$ cat src/rtl/bias_pkg.sv
// -----------------------------------------------------------------------------
// bias_pkg
// Shared widths and saturating helpers for the bias stage.
//   - Default widths for the column count, data/bias, fraction and accumulator.
//   - sat_trunc(x, w): clamps a wide signed value into a w-bit signed range.
//   - sat_add(a, b, w): sum of two wide signed values clamped to w bits.
// Both helpers work on MAX_W-bit signed operands so that one function serves
// every width. Callers sign-extend into MAX_W and take the low w bits of .val.
// -----------------------------------------------------------------------------
package bias_pkg;

    localparam int NUM_COLS_DEF = 4;
    localparam int DATA_W_DEF   = 16;
    localparam int FRAC_W_DEF   = 8;
    localparam int ACC_W_DEF    = 24;

    // Working width of the helpers; must exceed ACC_W + 1.
    localparam int MAX_W = 64;

    localparam logic signed [MAX_W-1:0] ONE_W = 1;

    typedef struct packed {
        logic                    ovf;
        logic signed [MAX_W-1:0] val;
    } sat_res_t;

    function automatic sat_res_t sat_trunc(input logic signed [MAX_W-1:0] x,
                                           input int                      w);
        logic signed [MAX_W-1:0] hi;
        logic signed [MAX_W-1:0] lo;
        sat_res_t                r;
        hi    = (ONE_W <<< (w - 1)) - ONE_W;
        lo    = -hi - ONE_W;
        r.ovf = 1'b0;
        r.val = x;
        if (x > hi) begin
            r.ovf = 1'b1;
            r.val = hi;
        end else if (x < lo) begin
            r.ovf = 1'b1;
            r.val = lo;
        end
        return r;
    endfunction

    function automatic sat_res_t sat_add(input logic signed [MAX_W-1:0] a,
                                         input logic signed [MAX_W-1:0] b,
                                         input int                      w);
        return sat_trunc(a + b, w);
    endfunction

endpackage

$ cat src/rtl/bias_lane.sv
// -----------------------------------------------------------------------------
// bias_lane
// One column of the bias stage.
//   clk, rst       clock, async active-high reset (clears every register)
//   load, bias     write bias into the shadow bank
//   swap           copy shadow bank into the active bank
//   valid, sys     per-lane input valid and systolic data/delta
//   backward       1 = pass-through and accumulate gradient
//   grad_clear     zero the accumulator (wins over a same-cycle accumulate)
//   vld_p1         registered valid
//   data_p1        biased result (forward) or pass-through (backward)
//   scalar_p1      registered copy of the shadow bank
//   grad_p1        accumulator clamped to DATA_W
//   sat            combinational: a saturation event is being registered now
// -----------------------------------------------------------------------------
module bias_lane
    import bias_pkg::*;
#(
    parameter int DATA_W = DATA_W_DEF,
    parameter int ACC_W  = ACC_W_DEF
) (
    input  logic              clk,
    input  logic              rst,
    input  logic              load,
    input  logic [DATA_W-1:0] bias,
    input  logic              swap,
    input  logic              valid,
    input  logic [DATA_W-1:0] sys,
    input  logic              backward,
    input  logic              grad_clear,
    output logic              vld_p1,
    output logic [DATA_W-1:0] data_p1,
    output logic [DATA_W-1:0] scalar_p1,
    output logic [DATA_W-1:0] grad_p1,
    output logic              sat
);

    logic signed [DATA_W-1:0] shadow;
    logic signed [DATA_W-1:0] active;
    logic signed [ACC_W-1:0]  acc;

    logic signed [MAX_W-1:0]  sys_w;
    logic signed [MAX_W-1:0]  act_w;
    logic signed [MAX_W-1:0]  acc_w;
    sat_res_t                 fwd_res;
    sat_res_t                 acc_res;
    sat_res_t                 grad_res;

    always_comb begin
        sys_w    = {{(MAX_W-DATA_W){sys[DATA_W-1]}}, sys};
        act_w    = {{(MAX_W-DATA_W){active[DATA_W-1]}}, active};
        acc_w    = {{(MAX_W-ACC_W){acc[ACC_W-1]}}, acc};
        fwd_res  = sat_add(sys_w, act_w, DATA_W);
        acc_res  = sat_add(acc_w, sys_w, ACC_W);
        grad_res = sat_trunc(acc_w, DATA_W);
    end

    // After clamping, bits above the target width are only sign copies.
    logic unused_hi;
    assign unused_hi = ^{fwd_res.val[MAX_W-1:DATA_W], acc_res.val[MAX_W-1:ACC_W],
                         grad_res.val[MAX_W-1:DATA_W]};

    // An accumulate overflow only counts when the clear does not discard it.
    assign sat = (valid && !backward && fwd_res.ovf)
               || (valid && backward && !grad_clear && acc_res.ovf)
               || grad_res.ovf;

    // ---- stage p0 -> p1 ----
    always_ff @(posedge clk or posedge rst) begin
        if (rst) begin
            shadow    <= '0;
            active    <= '0;
            acc       <= '0;
            scalar_p1 <= '0;
            vld_p1    <= 1'b0;
            data_p1   <= '0;
            grad_p1   <= '0;
        end else begin
            scalar_p1 <= shadow;
            if (load)
                shadow <= bias;
            // Reads the pre-load shadow, so load+swap together moves the old value.
            if (swap)
                active <= shadow;
            vld_p1 <= valid;
            if (valid)
                data_p1 <= backward ? sys : fwd_res.val[DATA_W-1:0];
            if (grad_clear)
                acc <= '0;
            else if (backward && valid)
                acc <= acc_res.val[ACC_W-1:0];
            grad_p1 <= grad_res.val[DATA_W-1:0];
        end
    end

endmodule

$ cat src/rtl/bias_vec.sv
// -----------------------------------------------------------------------------
// bias_vec
// NUM_COLS-wide bias stage between the systolic array and the activation stage.
// Forward: adds a double-buffered per-column bias with saturation.
// Backward: passes deltas through and accumulates per-column bias gradients.
//   clk, rst          clock, async active-high reset
//   load_bias_in      write bias_scalar_in into the shadow bank
//   bias_scalar_in    per-lane bias, lane i at [i*DATA_W +: DATA_W]
//   bias_switch_in    copy shadow bank into active bank
//   bias_valid_in     per-lane input valid
//   bias_sys_data_in  systolic outputs (forward) / deltas (backward)
//   bias_backward     1 = backward mode
//   grad_clear_in     zero all accumulators and the saturation flag
//   bias_valid_out    per-lane output valid
//   bias_data_out     biased or passed-through data
//   bias_scalar_out   registered copy of the shadow bank
//   bias_grad_out     accumulators clamped to DATA_W
//   sat_flag_out      sticky saturation indicator
// -----------------------------------------------------------------------------
module bias_vec
    import bias_pkg::*;
#(
    parameter int NUM_COLS = NUM_COLS_DEF,
    parameter int DATA_W   = DATA_W_DEF,
    parameter int FRAC_W   = FRAC_W_DEF,
    parameter int ACC_W    = ACC_W_DEF
) (
    input  logic                       clk,
    input  logic                       rst,
    input  logic                       load_bias_in,
    input  logic [NUM_COLS*DATA_W-1:0] bias_scalar_in,
    input  logic                       bias_switch_in,
    input  logic [NUM_COLS-1:0]        bias_valid_in,
    input  logic [NUM_COLS*DATA_W-1:0] bias_sys_data_in,
    input  logic                       bias_backward,
    input  logic                       grad_clear_in,
    output logic [NUM_COLS-1:0]        bias_valid_out,
    output logic [NUM_COLS*DATA_W-1:0] bias_data_out,
    output logic [NUM_COLS*DATA_W-1:0] bias_scalar_out,
    output logic [NUM_COLS*DATA_W-1:0] bias_grad_out,
    output logic                       sat_flag_out
);

    logic [NUM_COLS-1:0] lane_sat;

    // Fixed-point adds are aligned, so FRAC_W only bounds the legal space; an
    // illegal width combination builds an inert block instead of wrong math.
    if (ACC_W > DATA_W && FRAC_W < DATA_W && ACC_W < MAX_W - 1) begin : g_lanes
        for (genvar i = 0; i < NUM_COLS; i++) begin : g_lane
            bias_lane #(
                .DATA_W (DATA_W),
                .ACC_W  (ACC_W)
            ) u_lane (
                .clk        (clk),
                .rst        (rst),
                .load       (load_bias_in),
                .bias       (bias_scalar_in[i*DATA_W +: DATA_W]),
                .swap       (bias_switch_in),
                .valid      (bias_valid_in[i]),
                .sys        (bias_sys_data_in[i*DATA_W +: DATA_W]),
                .backward   (bias_backward),
                .grad_clear (grad_clear_in),
                .vld_p1     (bias_valid_out[i]),
                .data_p1    (bias_data_out[i*DATA_W +: DATA_W]),
                .scalar_p1  (bias_scalar_out[i*DATA_W +: DATA_W]),
                .grad_p1    (bias_grad_out[i*DATA_W +: DATA_W]),
                .sat        (lane_sat[i])
            );
        end
    end else begin : g_inert
        assign bias_valid_out  = '0;
        assign bias_data_out   = '0;
        assign bias_scalar_out = '0;
        assign bias_grad_out   = '0;
        assign lane_sat        = '0;
    end

    // ---- stage p0 -> p1: sticky flag aligned with the lane outputs ----
    always_ff @(posedge clk or posedge rst) begin
        if (rst)
            sat_flag_out <= 1'b0;
        else if (grad_clear_in)
            sat_flag_out <= 1'b0;
        else if (|lane_sat)
            sat_flag_out <= 1'b1;
    end

endmodule

$ cat config.mk
export PLATFORM = sky130hd
export DESIGN_NAME = bias_vec
export DESIGN_NICKNAME = d
export VERILOG_FILES = /design/src/rtl/bias_pkg.sv /design/src/rtl/bias_lane.sv /design/src/rtl/bias_vec.sv
export SDC_FILE = /design/constraint.sdc
export NUM_CORES = 1
export LEC_CHECK = 0
export CORE_MARGIN = 2
export CORE_UTILIZATION = 30
export CTS_BUF_LIST = sky130_fd_sc_hd__clkbuf_8
export CTS_CLUSTER_SIZE = 16
export DETAILED_ROUTE_END_ITERATION = 16
export GPL_ROUTABILITY_DRIVEN = 0
export PLACE_DENSITY_LB_ADDON = 0.08
export SETUP_SLACK_MARGIN = 0.3
export SLEW_MARGIN = 20
export SYNTH_ARGS = -nofsm -noshare
export SYNTH_HDL_FRONTEND = slang
export SYNTH_SLANG_ARGS = --single-unit
$ cat constraint.sdc
create_clock -name clk -period 16.25 [get_ports clk]
set_clock_uncertainty 0.15 [all_clocks]
set_input_delay 1.625 -clock clk [delete_from_list [all_inputs] [get_ports clk]]
set_output_delay 1.625 -clock clk [all_outputs]
set_load 0.02 [all_outputs]
---- Word level (Yosys, flattened, before mapping) ----
Index checks and enable logic that the tools add are counted.
storage, ports and cells
  input port bits ......................... 138
  memories ................................ 0
  bits in latches ......................... 0
  register bits after elaboration ......... 421
  bits in writable memories ............... 0
  output and inout port bits .............. 197
  logic and storage cells ................. 135
  bits in read-only memories .............. 0
operators by class
  order comparisons ....................... 24
  $mul .................................... 0
  equal/unequal tests ..................... 0
  multiplexer cells ....................... 38
  reduce and logical (&&, ||, !) cells .... 36
  divide/modulo/power cells ............... 0
  shift operators ......................... 0
  bitwise gates (word level) .............. 0
  add/subtract/negate cells ............... 8
operator list
  operator                number
  $mux W65                24
  $gt A64 B16 Y1 const B  4
  $gt A64 B24 Y1 const B  4
  $lt A64 B16 Y1 const B  4
  $lt A64 B24 Y1 const B  4
  $mux W24                8
  $add A24 B16 Y25        4
  $gt A24 B16 Y1 const B  4
  $lt A24 B16 Y1 const B  4
  $add A16 B16 Y17        4
  $mux W16                4
  $logic_and A1 B1 Y1     20
  $reduce_bool A2 Y1      5
  $logic_or A1 B1 Y1      8
  $reduce_or A4 Y1        1
  $logic_not A1 Y1        2
  $mux W1                 2

---- Logic depth before layout (Yosys ltp) ----
Gate-level depths: netlist (run 1).
  depth after elaboration ................. 10
  mapped depth ............................ 15
  depth with buffers taken out ............ 13

---- Cells and area by module ----
Synthesis (run 1) repeated with hierarchy kept, for this count alone.
unflattened totals
  cell total of the unflattened synthesis .. 2382
  area, all modules ....................... 24374.6 um^2
by module, submodules not included
  module                                    sequential area each (um^2)  instances  cells an instance  area an instance (um^2)
  bias_lane (g_lanes.g_lane[0].u_lane ...)  2627.5                       2          610                6132.1
  bias_lane (g_lanes.g_lane[3].u_lane)      2627.5                       1          596                6211.0
  bias_lane (g_lanes.g_lane[1].u_lane)      2627.5                       1          561                5856.9
  bias_vec                                  25.0                         1          5                  42.5

---- Worst setup path after synthesis (run 1) ----
OpenSTA, ideal clock, no wires.
  path type ............................... input -> register
  start point ............................. input bias_sys_data_in[4]
  end point ............................... register g_lanes.g_lane[0].u_lane.data_p1[10]
  setup time .............................. 83 ps
  cell stages on the path ................. 12
  buffers on the path ..................... 1
  slack ................................... 11564 ps
  arrival ................................. 4453 ps
  required time ........................... 16017 ps
  cells stage by stage .................... ha_1 > and3_1 > a221o_1 > a311o_1 > nor4b_1 > nor2_1 > a21oi_1 > mux2_2 > nor3_1 > clkbuf_1 > nand2_1 > o21ai_0
between the ends
  longest elaborated chain between the ends .. 5
  elaborated cells between the ends (all ways) .. 6
  those cells by class .................... add/sub: 1; order compare: 2; mux: 3
ends and longest elaborated chain
  what                  line             text
  start, declared       bias_vec.sv:34   input logic [NUM_COLS*DATA_W-1:0] bias_sys_data_in,
  $add A16 B16 Y17 *    bias_pkg.sv:49   return sat_trunc(a + b, w);
  $lt A64 B16 Y1        bias_pkg.sv:39   end else if (x < lo) begin
  $mux W65              bias_pkg.sv:39
  $mux W65 *            bias_pkg.sv:36   if (x > hi) begin
  $mux W16 *            bias_lane.sv:87  data_p1 <= backward ? sys : fwd_res.val[DATA_W-1:0];
  end signal, assigned  bias_lane.sv:87
  end, declared         bias_lane.sv:32  output logic [DATA_W-1:0] data_p1,
Every way passes the cells marked *; elsewhere a longest branch is shown, timed or not.
A chain may end at the register's enable or synchronous reset.

---- Worst setup path after layout (run 1) ----
  start point ............................. input bias_sys_data_in[32]
  end point ............................... register g_lanes.g_lane[2].u_lane.acc[9]
between the ends
  longest elaborated chain between the ends .. 6
  elaborated cells between the ends (all ways) .. 7
  those cells by class .................... add/sub: 1; order compare: 2; mux: 4
ends and longest elaborated chain
  what                  line             text
  $add A24 B16 Y25 *    bias_pkg.sv:49
  $lt A64 B24 Y1        bias_pkg.sv:39
  $mux W65              bias_pkg.sv:39
  $mux W65 *            bias_pkg.sv:36
  $mux W24 *            bias_lane.sv:90  else if (backward && valid)
  $mux W24 *            bias_lane.sv:88  if (grad_clear)
  end signal, assigned  bias_lane.sv:91  acc <= acc_res.val[ACC_W-1:0];
  end, declared         bias_lane.sv:40  logic signed [ACC_W-1:0] acc;
Every way passes the cells marked *; elsewhere a longest branch is shown, timed or not. The select of a mux whose other input is x is not followed.

==> summary.txt, run 1 <==
Outcome
  • Status: finished clean

Yosys
  • Post-synth EDFFs: 0
  • Warnings from Yosys: 0
  • Syn Inst Count: 2,189
  • Area contributors post-synth: dfrtp_1, ha_1, mux2_2
  • Yosys cell types: 75
  • Post-synthesis sequential area ratio: 45.7%
  • Most common cell in the netlist: dfrtp_1
  • Flops & latches, synth: 421
  • Most used flip-flop cell after synthesis: dfrtp_1
  • Syn Area/Cell: 10.5 µm²
  • Largest area contributor in the netlist: dfrtp_1
  • Post-synthesis async set-or-reset flop share: 100%
  • Post-Syn Area: 0.0231 mm²
  • Syn nets: 2,495
  • Post-synth top area share: 45.7%
  • Most common library cells after synthesis: dfrtp_1, a21oi_1, ha_1

Timing
  • Setup TNS: 0 ns
  • Max Slew Vio Count: 0
  • Fin crit period: 5.50 ns
  • Worst-Margin Slew: 1.07 ns
  • Setup violators final: 0
  • Fmax achieved: 182 MHz
  • Worst rel slew slack: 28.3%
  • Tcrit/Tclk final: 33.8%
  • Final Hold Fails: 0
  • Final hold slack: 0.234 ns
  • RSZ-0062 raised after global routing: no

CTS
  • CTS root buf: clkbuf_8
  • Post-cts sizing count: 0
  • Total CTS buffers: 83
  • Clock latency on the worst-skew pair: 0.69 ns
  • Setup bufs post-CTS: 0
  • Worst-path clk slew: 0.06 ns
  • CTS sink cnt: 421
  • CTS tree: built
  • H-tree depth: 3
  • # hold bufs at CTS: 0
  • CTS max path bufs: 3

Layout
  • Post-Route Utilization: 38.5%
  • Layout net count: 2,850
  • Share of cells above drive strength 1: 12.2%
  • Area delta synth->final: 26.9%
  • Final instance area: 0.0293 mm²

Floorplan
  • Initial Util: 30.3%
  • FP Rows: 101
  • Die Y: 281 µm
  • Ports: 335
  • Die span in x: 281 µm
  • Die area: 0.0792 mm²
  • Core area: 0.0761 mm²

Critical path
  • CP Max Fanout: 22
  • Worst setup path category: in -> reg
  • Critical Path AT: 5.93 ns
  • Worst-path cell chain: clkdlybuf4s50_1 -> ha_1 -> inv_1 -> fa_1 -> nor2b_1 -> o21ai_0 -> nand2b_1 -> a21oi_1 -> o21ai_1 -> a21oi_1 -> o41ai_1 -> nor2_1 -> nor2_2 -> a221o_1
  • Crit path max-delay family: compound AO/OA/AOI/OAI gates
  • CP most frequent cell: a21oi_1
  • Number of buffers and inverters on the critical path: 2
  • WP data required: 16.68 ns
  • Slowest stage delay, CP: 0.83 ns
  • Slowest-stage cell, CP: o41ai_1
  • CP startpoint kind: primary input
  • CP endpoint kind: register

Place
  • Dpl cell area: 0.0276 mm²
  • IO buf count: 334
  • DPL Wire Length: 54.0 mm

Drt
  • Post-DR vias/cell: 5.09
  • Final WL: 75.1 mm
  • Per-cell routed wire length: 20.6 µm
  • Drt first-iter violations: 953
  • Drt pass-1 iters: 5
  • Remaining antenna violation count after routing: 0
  • DR vias: 18,500
  • Final routed DRC violation total: 0

Global route
  • First-pass GRT wire length: 115 mm
  • Vias in the first global route: 19,000
  • Antenna violations before repair: 4
  • Total track usage: 18.9%
  • Gr ovfl total: 0
  • Largest net degree at the start of global routing: 137

Power
  • P_leak: 0.0130 µW
  • Power Density: 132 mW/mm²
  • VDD IR max: 0.0000823 V
  • Pwr Total: 3880 µW

Run
  • Max cap viols: 0

Hold path
  • Worst Hold Class: reg -> reg
-- path summary, 6_finish.rpt --
| check | startpoint | to | slack (ns) | cells past startpoint |
|---|---|---|---|---|
| worst max-delay path | bias_sys_data_in[32] | g_lanes.g_lane[2].u_lane.acc[9] | 10.75 | 14 |
| worst min-delay path | g_lanes.g_lane[3].u_lane.shadow[12] | g_lanes.g_lane[3].u_lane.scalar_p1[12] | 0.23 | 0 |
| worst max register to register | g_lanes.g_lane[2].u_lane.acc[0] | g_lanes.g_lane[2].u_lane.acc[9] | 11.92 | 13 |
| worst min register to register | g_lanes.g_lane[3].u_lane.shadow[12] | g_lanes.g_lane[3].u_lane.scalar_p1[12] | 0.23 | 0 |
| max in group asynchronous | rst | g_lanes.g_lane[0].u_lane.data_p1[11] | 13.08 | 3 |
| min in group asynchronous | rst | g_lanes.g_lane[1].u_lane.grad_p1[11] | 1.36 | 2 |
-- cells in the final DEF, fill, tap and decap left out, types with 34 or more instances in the layout --
| cell type | synthesis | final |
|---|---|---|
| clkdlybuf4s50_1 | 0 | 330 |
| o21ai_0 | 100 | 100 |
| inv_1 | 55 | 80 |
| a21o_1 | 72 | 72 |
| a21oi_1 | 186 | 185 |
| a221o_1 | 76 | 76 |
| o21a_1 | 94 | 94 |
| xor2_1 | 43 | 43 |
| nor2_1 | 142 | 135 |
| nand3_1 | 45 | 45 |
| dfrtp_1 | 421 | 421 |
| nor3_1 | 34 | 34 |
| clkbuf_8 | 0 | 103 |
| mux2_2 | 133 | 133 |
| nand2_1 | 129 | 129 |
| a211oi_1 | 35 | 35 |
| ha_1 | 160 | 160 |
| xnor2_1 | 86 | 86 |
-- logic make-up (layout without fill, tap and decap cells) --
| group | count (synthesis) | after routing | synth area share (%) |
|---|---|---|---|
| AO/OA/AOI/OAI | 697 | 697 | 20.7 |
| AND/OR/NAND/NOR | 487 | 487 | 10.1 |
| flip-flops | 421 | 421 | 45.7 |
| adder cells (fa/ha/maj) | 171 | 171 | 9.50 |
| buffers and inverters | 149 | 565 | 2.58 |
| multiplexers | 135 | 135 | 6.58 |
| XOR/XNOR | 129 | 129 | 4.90 |
| other | 0 | 2 | 0 |
-- final cells by class --
class | instances | area, µm²
fillers | 7630 | 46800
multi-input cells | 1619 | 12000
flip-flops and latches | 421 | 10500
repair buffers | 362 | 3550
clock buffers | 103 | 1420
well taps | 1030 | 1290
clock inverters | 43 | 298
inverters | 57 | 221
diodes | 2 | 5.00
-- worst reg2reg max path: stages, from the launching register on --
cell	delay (ns)
dfrtp_1	0.42
ha_1	0.24
inv_1	0.07
fa_1	0.41
nor2b_1	0.12
o21ai_0	0.08
nand2b_1	0.11
a21oi_1	0.10
o21ai_1	0.32
a21oi_1	0.24
o41ai_1	0.83
nor2_1	0.14
nor2_2	0.76
a221o_1	0.27
-- state kept, by name, summed over array words and instances (netlist names) --
name / cells
g_lanes.g_lane.u_lane.acc: 96
g_lanes.g_lane.u_lane.active: 64
g_lanes.g_lane.u_lane.data_p1: 64
g_lanes.g_lane.u_lane.grad_p1: 64
g_lanes.g_lane.u_lane.scalar_p1: 64
g_lanes.g_lane.u_lane.shadow: 64
g_lanes.g_lane.u_lane.vld_p1: 4
sat_flag_out: 1
-- through the flow --
step                      worst slack, ns  std cells
final                               10.75       3637
after global routing                10.31       3636
after CTS                           10.71       3635
after detailed placement             9.96       3489
after global placement              10.13       3489
after floorplan                      2.76       2189
-- power by group --
part / internal, µW / switching, µW
clock network: 620 / 499
logic: 629 / 751
registers: 1250 / 131
total: 2490 / 1380
-- metal layers --
layer | track usage, % | wire, µm | vias up
li1 | - | - | 8829
met1 | 25.1 | 34100 | 9121
met2 | 30.9 | 35100 | 446
met3 | 3.78 | 3680 | 115
met4 | 5.92 | 2160 | 2
met5 | 0 | 13 | -
(Power assumes the default switching activity.)
==> run 2, diff against run 1 <==
==> constraint.sdc (replaced) <==
create_clock -name clk -period 4.68 [get_ports clk]
set_clock_uncertainty 0.15 [all_clocks]
set_input_delay 0.468 -clock clk [delete_from_list [all_inputs] [get_ports clk]]
set_output_delay 0.468 -clock clk [all_outputs]
set_load 0.02 [all_outputs]
==> run 2 against run 1 <==
  * Power increased to 3.5 times the previous value
  * First-iteration DRC count rose by 28%
  * Wire length down 1.9%
  * Final cell count up 0.82%
  * Worst setup slack got worse by 10 ns
==> summary.txt, run 2 (synthesis results as in run 1) <==
Outcome
  • Status: finished clean

Floorplan
  • Initial Util: 30.3% (unchanged)
  • Die area: 0.0792 mm² (unchanged)
  • Core area: 0.0761 mm² (unchanged)
  • FP Rows: 101 (unchanged)
  • Die Y: 281 µm (unchanged)
  • Die span in x: 281 µm (unchanged)
  • Ports: 335 (unchanged)

CTS
  • Total CTS buffers: 82 (-1.2%)
  • CTS max path bufs: 3 (unchanged)
  • CTS sink cnt: 421 (unchanged)
  • H-tree depth: 3 (unchanged)
  • Worst-path clk slew: 0.06 ns (about the same)
  • Post-cts sizing count: 0 (unchanged)
  • Setup bufs post-CTS: 0 (unchanged)
  • CTS tree: built
  • Clock latency on the worst-skew pair: 0.68 ns (about the same)
  • CTS root buf: clkbuf_8

Power
  • VDD IR max: 0.000227 V (+180%)
  • P_leak: 0.0132 µW (+1.5%)
  • Power Density: 462 mW/mm² (+250%)
  • Switching Fraction: 35.1% (-0.54 points)
  • Internal power: 8880 µW (+260%)
  • Gate power share: 35.3% (-0.3 points)
  • Reg power frac: 35.0% (-0.5 points)
  • Clock network power share: 29.7% (+0.8 points)
  • Sw Pwr: 4800 µW (+250%)

Critical path
  • CP startpoint kind: register
  • CP Max Fanout: 6 (-73%)
  • Worst setup path category: reg -> reg
  • RR Startpoint: g_lanes.g_lane[3].u_lane.acc[1]
  • CP endpoint kind: register
  • R2R cell count: 13 (unchanged)
  • Critical Path AT: 4.40 ns (-1.53 ns)
  • WP data required: 5.06 ns (-11.62 ns)
  • CP startpoint: g_lanes.g_lane[3].u_lane.acc[1]

Global route
  • Total track usage: 18.7% (-0.11 points)
  • Gr ovfl total: 0 (unchanged)
  • First-pass GRT wire length: 114 mm (-0.35%)
  • Antenna violations before repair: 4 (unchanged)
  • Vias in the first global route: 19,200 (+1.2%)
  • Largest net degree at the start of global routing: 136 (-0.73%)

Timing
  • Final Hold Fails: 0 (unchanged)
  • Setup TNS: 0 ns (unchanged)
  • Final hold slack: 0.0850 ns (-0.149 ns)
  • Max Slew Vio Count: 0 (unchanged)
  • Tcrit/Tclk final: 86.0%
  • Fmax achieved: 248 MHz
  • Worst rel slew slack: 29.5% (+1.2 points)
  • RSZ-0062 raised after global routing: no
  • Setup violators final: 0 (unchanged)
  • Worst-Margin Slew: 1.06 ns (-0.0164 ns)
  • Fin crit period: 4.02 ns

Layout
  • Layout net count: 2,878 (+0.98%)
  • Largest Register: g_lanes.g_lane.u_lane.acc
  • Share of cells above drive strength 1: 13.1% (+0.90 points)
  • Footprint of the multi-input gates: 0.0120 mm² (-0.13%)
  • Reg area: 0.0105 mm² (unchanged)
  • Area delta synth->final: 28.4%
  • Number of flip-flops in the largest register: 96 (unchanged)
  • Leading cell types in the layout, fill and taps excluded: dfrtp_1, clkdlybuf4s50_1, a21oi_1
  • Fillers: 7,568 (-0.81%)
  • Commonest non-fill, non-tap cell in the layout: dfrtp_1

Place
  • DPL Wire Length: 54.1 mm (+0.22%)
  • IO buf count: 334 (unchanged)

Drt
  • DR vias: 18,500 (-0.34%)
  • Drt first-iter violations: 1,219 (+28%)
  • Post-DR vias/cell: 5.03 (-1.2%)
  • Final routed DRC violation total: 0 (unchanged)
  • Drt pass-1 iters: 7 (+2)
  • Remaining antenna violation count after routing: 0 (unchanged)
  • Per-cell routed wire length: 20.1 µm (-2.7%)
  • Final WL: 73.6 mm (-1.9%)

Hold path
  • Worst Hold Class: in -> async

Run
  • Max cap viols: 0 (unchanged)
[run 2: cell count changes in the layout (fill, tap and decap cells not counted), sizes merged]
cell         before  now
diode             2    4
inv              84   79
clkinvlp          5    1
buf              32   60
clkinv            8   13
bufinv            3    6
dlygate4sd3       0    1
[run 2: power by group through the flow]
stage               Combinational, µW  Clock [µW]  Sequential (µW)
floorplan                        2450           0             5240
global placement                 4860           0             4850
detailed placement               4860           0             4850
CTS                              4890        4250             4800
global route                     5290        4420             4880
finish                           4830        4070             4780
[run 2: timing repair]
action | CTS | global route
endpoints found under the setup margin | 0 | 0
hold buffers | 1 | 0
hold endpoints to repair | 2 | 0
[run 2: routing by layer]
layer	up-vias	track usage [%]	routed length, µm
met5	-	0	13
li1	8884	-	-
met3	114	3.43	3630
met4	2	6.40	1780
met2	433	30.8	34700
met1	9017	24.8	33500
[run 2: worst max-delay path: stages (launching register included)]
cell	delay (ns)
dfrtp_1	0.43
ha_1	0.29
a21o_1	0.18
a21oi_1	0.28
o21a_1	0.21
o31ai_1	0.09
buf_4	0.16
a311o_1	0.41
a311oi_2	0.31
xnor2_1	0.30
nor2_1	0.14
o21ai_0	0.59
buf_4	0.23
a41oi_1	0.11
[run 2: area by class of cell]
type | count | share of cell area [%]
tap | 1030 | 4.35
sequential | 421 | 35.6
antenna | 4 | 0.0338
timing repair buffer | 391 | 12.9
multi-input combinational | 1619 | 40.4
clock inverter | 42 | 1.32
clock buffer | 103 | 4.78
inverter | 57 | 0.735
[run 2: through the flow]
| step | total power [µW] | utilization (%) | setup slack (ns) | area [µm²] | cells |
|---|---|---|---|---|---|
| detailed placement | 9700 | 36.5 | -0.0957 | 27800 | 3517 |
| finish | 13700 | 39.0 | 0.655 | 29600 | 3667 |
| global route | 14600 | 38.9 | 0.353 | 29600 | 3665 |
| global placement | 9700 | 36.5 | -0.119 | 27800 | 3517 |
| floorplan | 7690 | - | -1.62 | 23100 | 2189 |
| CTS | 13900 | 38.9 | 0.517 | 29600 | 3663 |
[run 2: path summary, 6_finish.rpt]
check | to | slack [ns]
min in group clk | g_lanes.g_lane[2].u_lane.scalar_p1[4] | 0.22
worst max register to register | sat_flag_out | 0.66
max in group asynchronous | g_lanes.g_lane[0].u_lane.acc[5] | 3.09
worst min-delay path | g_lanes.g_lane[3].u_lane.grad_p1[6] | 0.09
worst max-delay path | sat_flag_out | 0.66
worst min register to register | g_lanes.g_lane[2].u_lane.scalar_p1[4] | 0.22
==> run 3, diff against run 2 <==
--- a/config.mk
+++ b/config.mk
@@ -5,7 +5,6 @@
 export SDC_FILE = /design/constraint.sdc
 export NUM_CORES = 1
 export LEC_CHECK = 0
-export CORE_MARGIN = 2
 export CORE_UTILIZATION = 30
 export CTS_BUF_LIST = sky130_fd_sc_hd__clkbuf_8
 export CTS_CLUSTER_SIZE = 16
==> constraint.sdc (replaced) <==
create_clock -name clk -period 3.9 [get_ports clk]
set_clock_uncertainty 0.15 [all_clocks]
set_input_delay 0.39 -clock clk [delete_from_list [all_inputs] [get_ports clk]]
set_output_delay 0.39 -clock clk [all_outputs]
set_load 0.02 [all_outputs]
==> run 3 against run 2 <==
  * Hold slack better by 0.075 ns
  * Via count grew 3.2%
  * Final cell count grew 3.8%
  * First-iteration DRC count decreased by 17%
  * Fmax is 16% higher
  * Utilization increased by 1.5 points
  * Clock-buffer cell count is 1 higher
  * Global-route usage up 0.30 points
  * Sequential power up 20%
  * Sequential share of layout area is 1.3 points lower
  * Combinational power increased by 28%
  * Clock power increased by 9.1%
  * Highest routed layer unchanged
  * Largest power group unchanged
==> summary.txt, run 3 (synthesis results as in run 1) <==
Critical path
  • WP data required: 4.24 ns (-0.82 ns)
  • CP startpoint: g_lanes.g_lane[0].u_lane.active[1]
  • Slowest-stage cell, CP: dfrtp_1
  • CP startpoint kind: register
  • Critical Path AT: 3.82 ns (-0.58 ns)
  • R2R cell count: 13 (unchanged)
  • R2R Setup Slk: 0.42 ns (-0.24 ns)
  • Worst-path cell chain: ha_1 -> a21o_1 -> a221o_1 -> a311o_1 -> nor4b_2 -> nor2_1 -> a21oi_2 -> buf_4 -> mux2_2 -> buf_4 -> nand2_2 -> a21o_1 -> a41oi_2
  • CP Max Fanout: 3 (-3)
  • CP endpoint kind: register
  • RR Startpoint: g_lanes.g_lane[0].u_lane.active[1]
  • Worst setup path category: reg -> reg
  • Slowest stage delay, CP: 0.40 ns (-0.19 ns)

Floorplan
  • Ports: 335 (unchanged)
  • Die span in x: 279 µm (-0.71%)
  • Core area: 0.0761 mm² (unchanged)
  • FP Rows: 101 (unchanged)
  • Initial Util: 30.3% (unchanged)
  • Die Y: 279 µm (-0.71%)
  • Die area: 0.0780 mm² (-1.4%)

Drt
  • Final WL: 74.4 mm (+1.1%)
  • Final routed DRC violation total: 0 (unchanged)
  • DR vias: 19,000 (+3.2%)
  • Post-DR vias/cell: 5.00 (-0.61%)
  • Remaining antenna violation count after routing: 0 (unchanged)
  • Drt first-iter violations: 1,016 (-17%)
  • Per-cell routed wire length: 19.6 µm (-2.6%)
  • Drt pass-1 iters: 5 (-2)

Power
  • Switching Fraction: 35.2% (+0.13 points)
  • Internal power: 10,600 µW (+19%)
  • Reg power frac: 35.2% (+0.2 points)
  • Gate power share: 37.7% (+2.4 points)
  • VDD IR max: 0.000284 V (+26%)
  • Clock network power share: 27.2% (-2.5 points)
  • P_leak: 0.0138 µW (+5.1%)
  • Power Density: 531 mW/mm² (+15%)
  • Sw Pwr: 5760 µW (+20%)

CTS
  • CTS max path bufs: 3 (unchanged)
  • CTS sink cnt: 421 (unchanged)
  • Clock latency on the worst-skew pair: 0.67 ns (about the same)
  • CTS tree: built
  • Total CTS buffers: 80 (-2.4%)
  • CTS root buf: clkbuf_8
  • H-tree depth: 3 (unchanged)
  • Worst-path clk slew: 0.06 ns (about the same)

Layout
  • Final instance area: 0.0308 mm² (+3.9%)
  • Leading cell types in the layout, fill and taps excluded: dfrtp_1, clkdlybuf4s50_1, buf_4
  • Share of cells above drive strength 1: 18.8% (+5.6 points)
  • Layout net count: 3,020 (+4.9%)
  • Largest Register: g_lanes.g_lane.u_lane.acc
  • Commonest non-fill, non-tap cell in the layout: dfrtp_1
  • Fin cells: 3,807 (+3.8%)
  • Number of flip-flops in the largest register: 96 (unchanged)
  • Area delta synth->final: 33.4%

Timing
  • Setup TNS: 0 ns (unchanged)
  • RSZ-0062 raised after global routing: no
  • Max Slew Vio Count: 0 (unchanged)
  • Fin crit period: 3.48 ns (-0.544 ns)
  • Fmax achieved: 287 MHz (+16%)
  • Worst-Margin Slew: 1.03 ns (-0.0312 ns)
  • Tcrit/Tclk final: 89.2% (+3.2 points)
  • Setup violators final: 0 (unchanged)
  • Final Hold Fails: 0 (unchanged)
  • Worst rel slew slack: 31.3% (+1.8 points)

Hold path
  • Hold_sp: bias_backward
  • Worst Hold Class: in -> reg
  • Hold path cells: 3

Global route
  • Total track usage: 19.0% (+0.30 points)
  • Vias in the first global route: 19,600 (+2.2%)
  • First-pass GRT wire length: 115 mm (+0.84%)
  • Antenna violations before repair: 8 (+4)
  • Gr ovfl total: 0 (unchanged)
  • Largest net degree at the start of global routing: 131 (-3.7%)

Outcome
  • Status: finished clean

Run
  • Max cap viols: 0 (unchanged)

Place
  • Placed Cells incl. Taps: 3,654 (+3.9%)
  • IO buf count: 334 (unchanged)
  • DPL Wire Length: 55.0 mm (+1.7%)
  • Dpl cell area: 0.0289 mm² (+3.9%)
==> run 3: cell types whose count changed in the layout (fill, tap and decap cells not counted), moves of 4 or more <==
cell / before / now
bufinv_16: 6 / 1
a21oi_2: 0 / 8
nor3_1: 34 / 30
buf_4: 53 / 192
a21oi_1: 185 / 178
a211oi_1: 35 / 31
nor3_2: 11 / 15
a211oi_2: 0 / 4
buf_12: 4 / 10
clkinv_2: 9 / 15
o21ai_0: 100 / 96
==> run 3: timing repair <==
action / CTS / global route
hold buffers: 1 / 0
setup buffers: 1 / 6
setup endpoints to repair: 14 / 95
endpoints found under the hold margin: 9 / 0
gates resized for setup: 5 / 35
pin swaps: 2 / 15
==> run 3: power groups by stage <==
stage	registers, µW	clock network (µW)	logic, µW
final	5750	4440	6160
after global routing	5860	4820	6720
after global placement	5830	0	6080
after floorplan	6280	0	2940
after CTS	5770	4650	6160
after detailed placement	5830	0	6100
==> run 3: final timing paths <==
check                                                          to
max                                                  sat_flag_out
min                           g_lanes.g_lane[2].u_lane.data_p1[5]
max reg2reg                                          sat_flag_out
min reg2reg                g_lanes.g_lane[3].u_lane.scalar_p1[12]
max in group asynchronous     g_lanes.g_lane[1].u_lane.grad_p1[0]
min in group asynchronous      g_lanes.g_lane[3].u_lane.active[6]
==> run 3: worst max-delay path, delay by kind of cell (launching register included) <==
kind	cells	cell delay [ns]
compound gates	6	1.41
simple gates	3	0.43
flops	1	0.40
mux	1	0.35
fa+ha+maj	1	0.28
buf+inv	2	0.28
==> run 3: metal layers <==
metal	up-vias	part of all wire (%)	routed length (µm)	global-route usage, %
met5	-	0.059	44	0
met4	6	3.2	2360	6.71
met3	132	5.1	3820	3.85
met2	456	46	34600	30.8
met1	9281	45	33600	25.2
li1	9163	-	-	-
==> run 3: cell type report <==
class	instances	area [µm²]
well taps	1030	1290
flip-flops and latches	421	10500
clock inverters	38	205
repair buffers	535	4960
clock buffers	104	1430
fillers	7489	45300
multi-input cells	1619	12100
inverters	57	218
diodes	3	7.51
==> run 3: stage by stage <==
stage / worst slack [ns] / power, µW / hold slack [ns] / utilization (%)
after floorplan: -2.32 / 9230 / 0.215 / -
after global placement: -0.679 / 11900 / 0.227 / 38.0
after detailed placement: -0.703 / 11900 / 0.233 / 38.0
after CTS: 0.303 / 16600 / 0.0719 / 40.2
after global routing: 0.293 / 17400 / 0.128 / 40.5
final: 0.419 / 16400 / 0.160 / 40.5
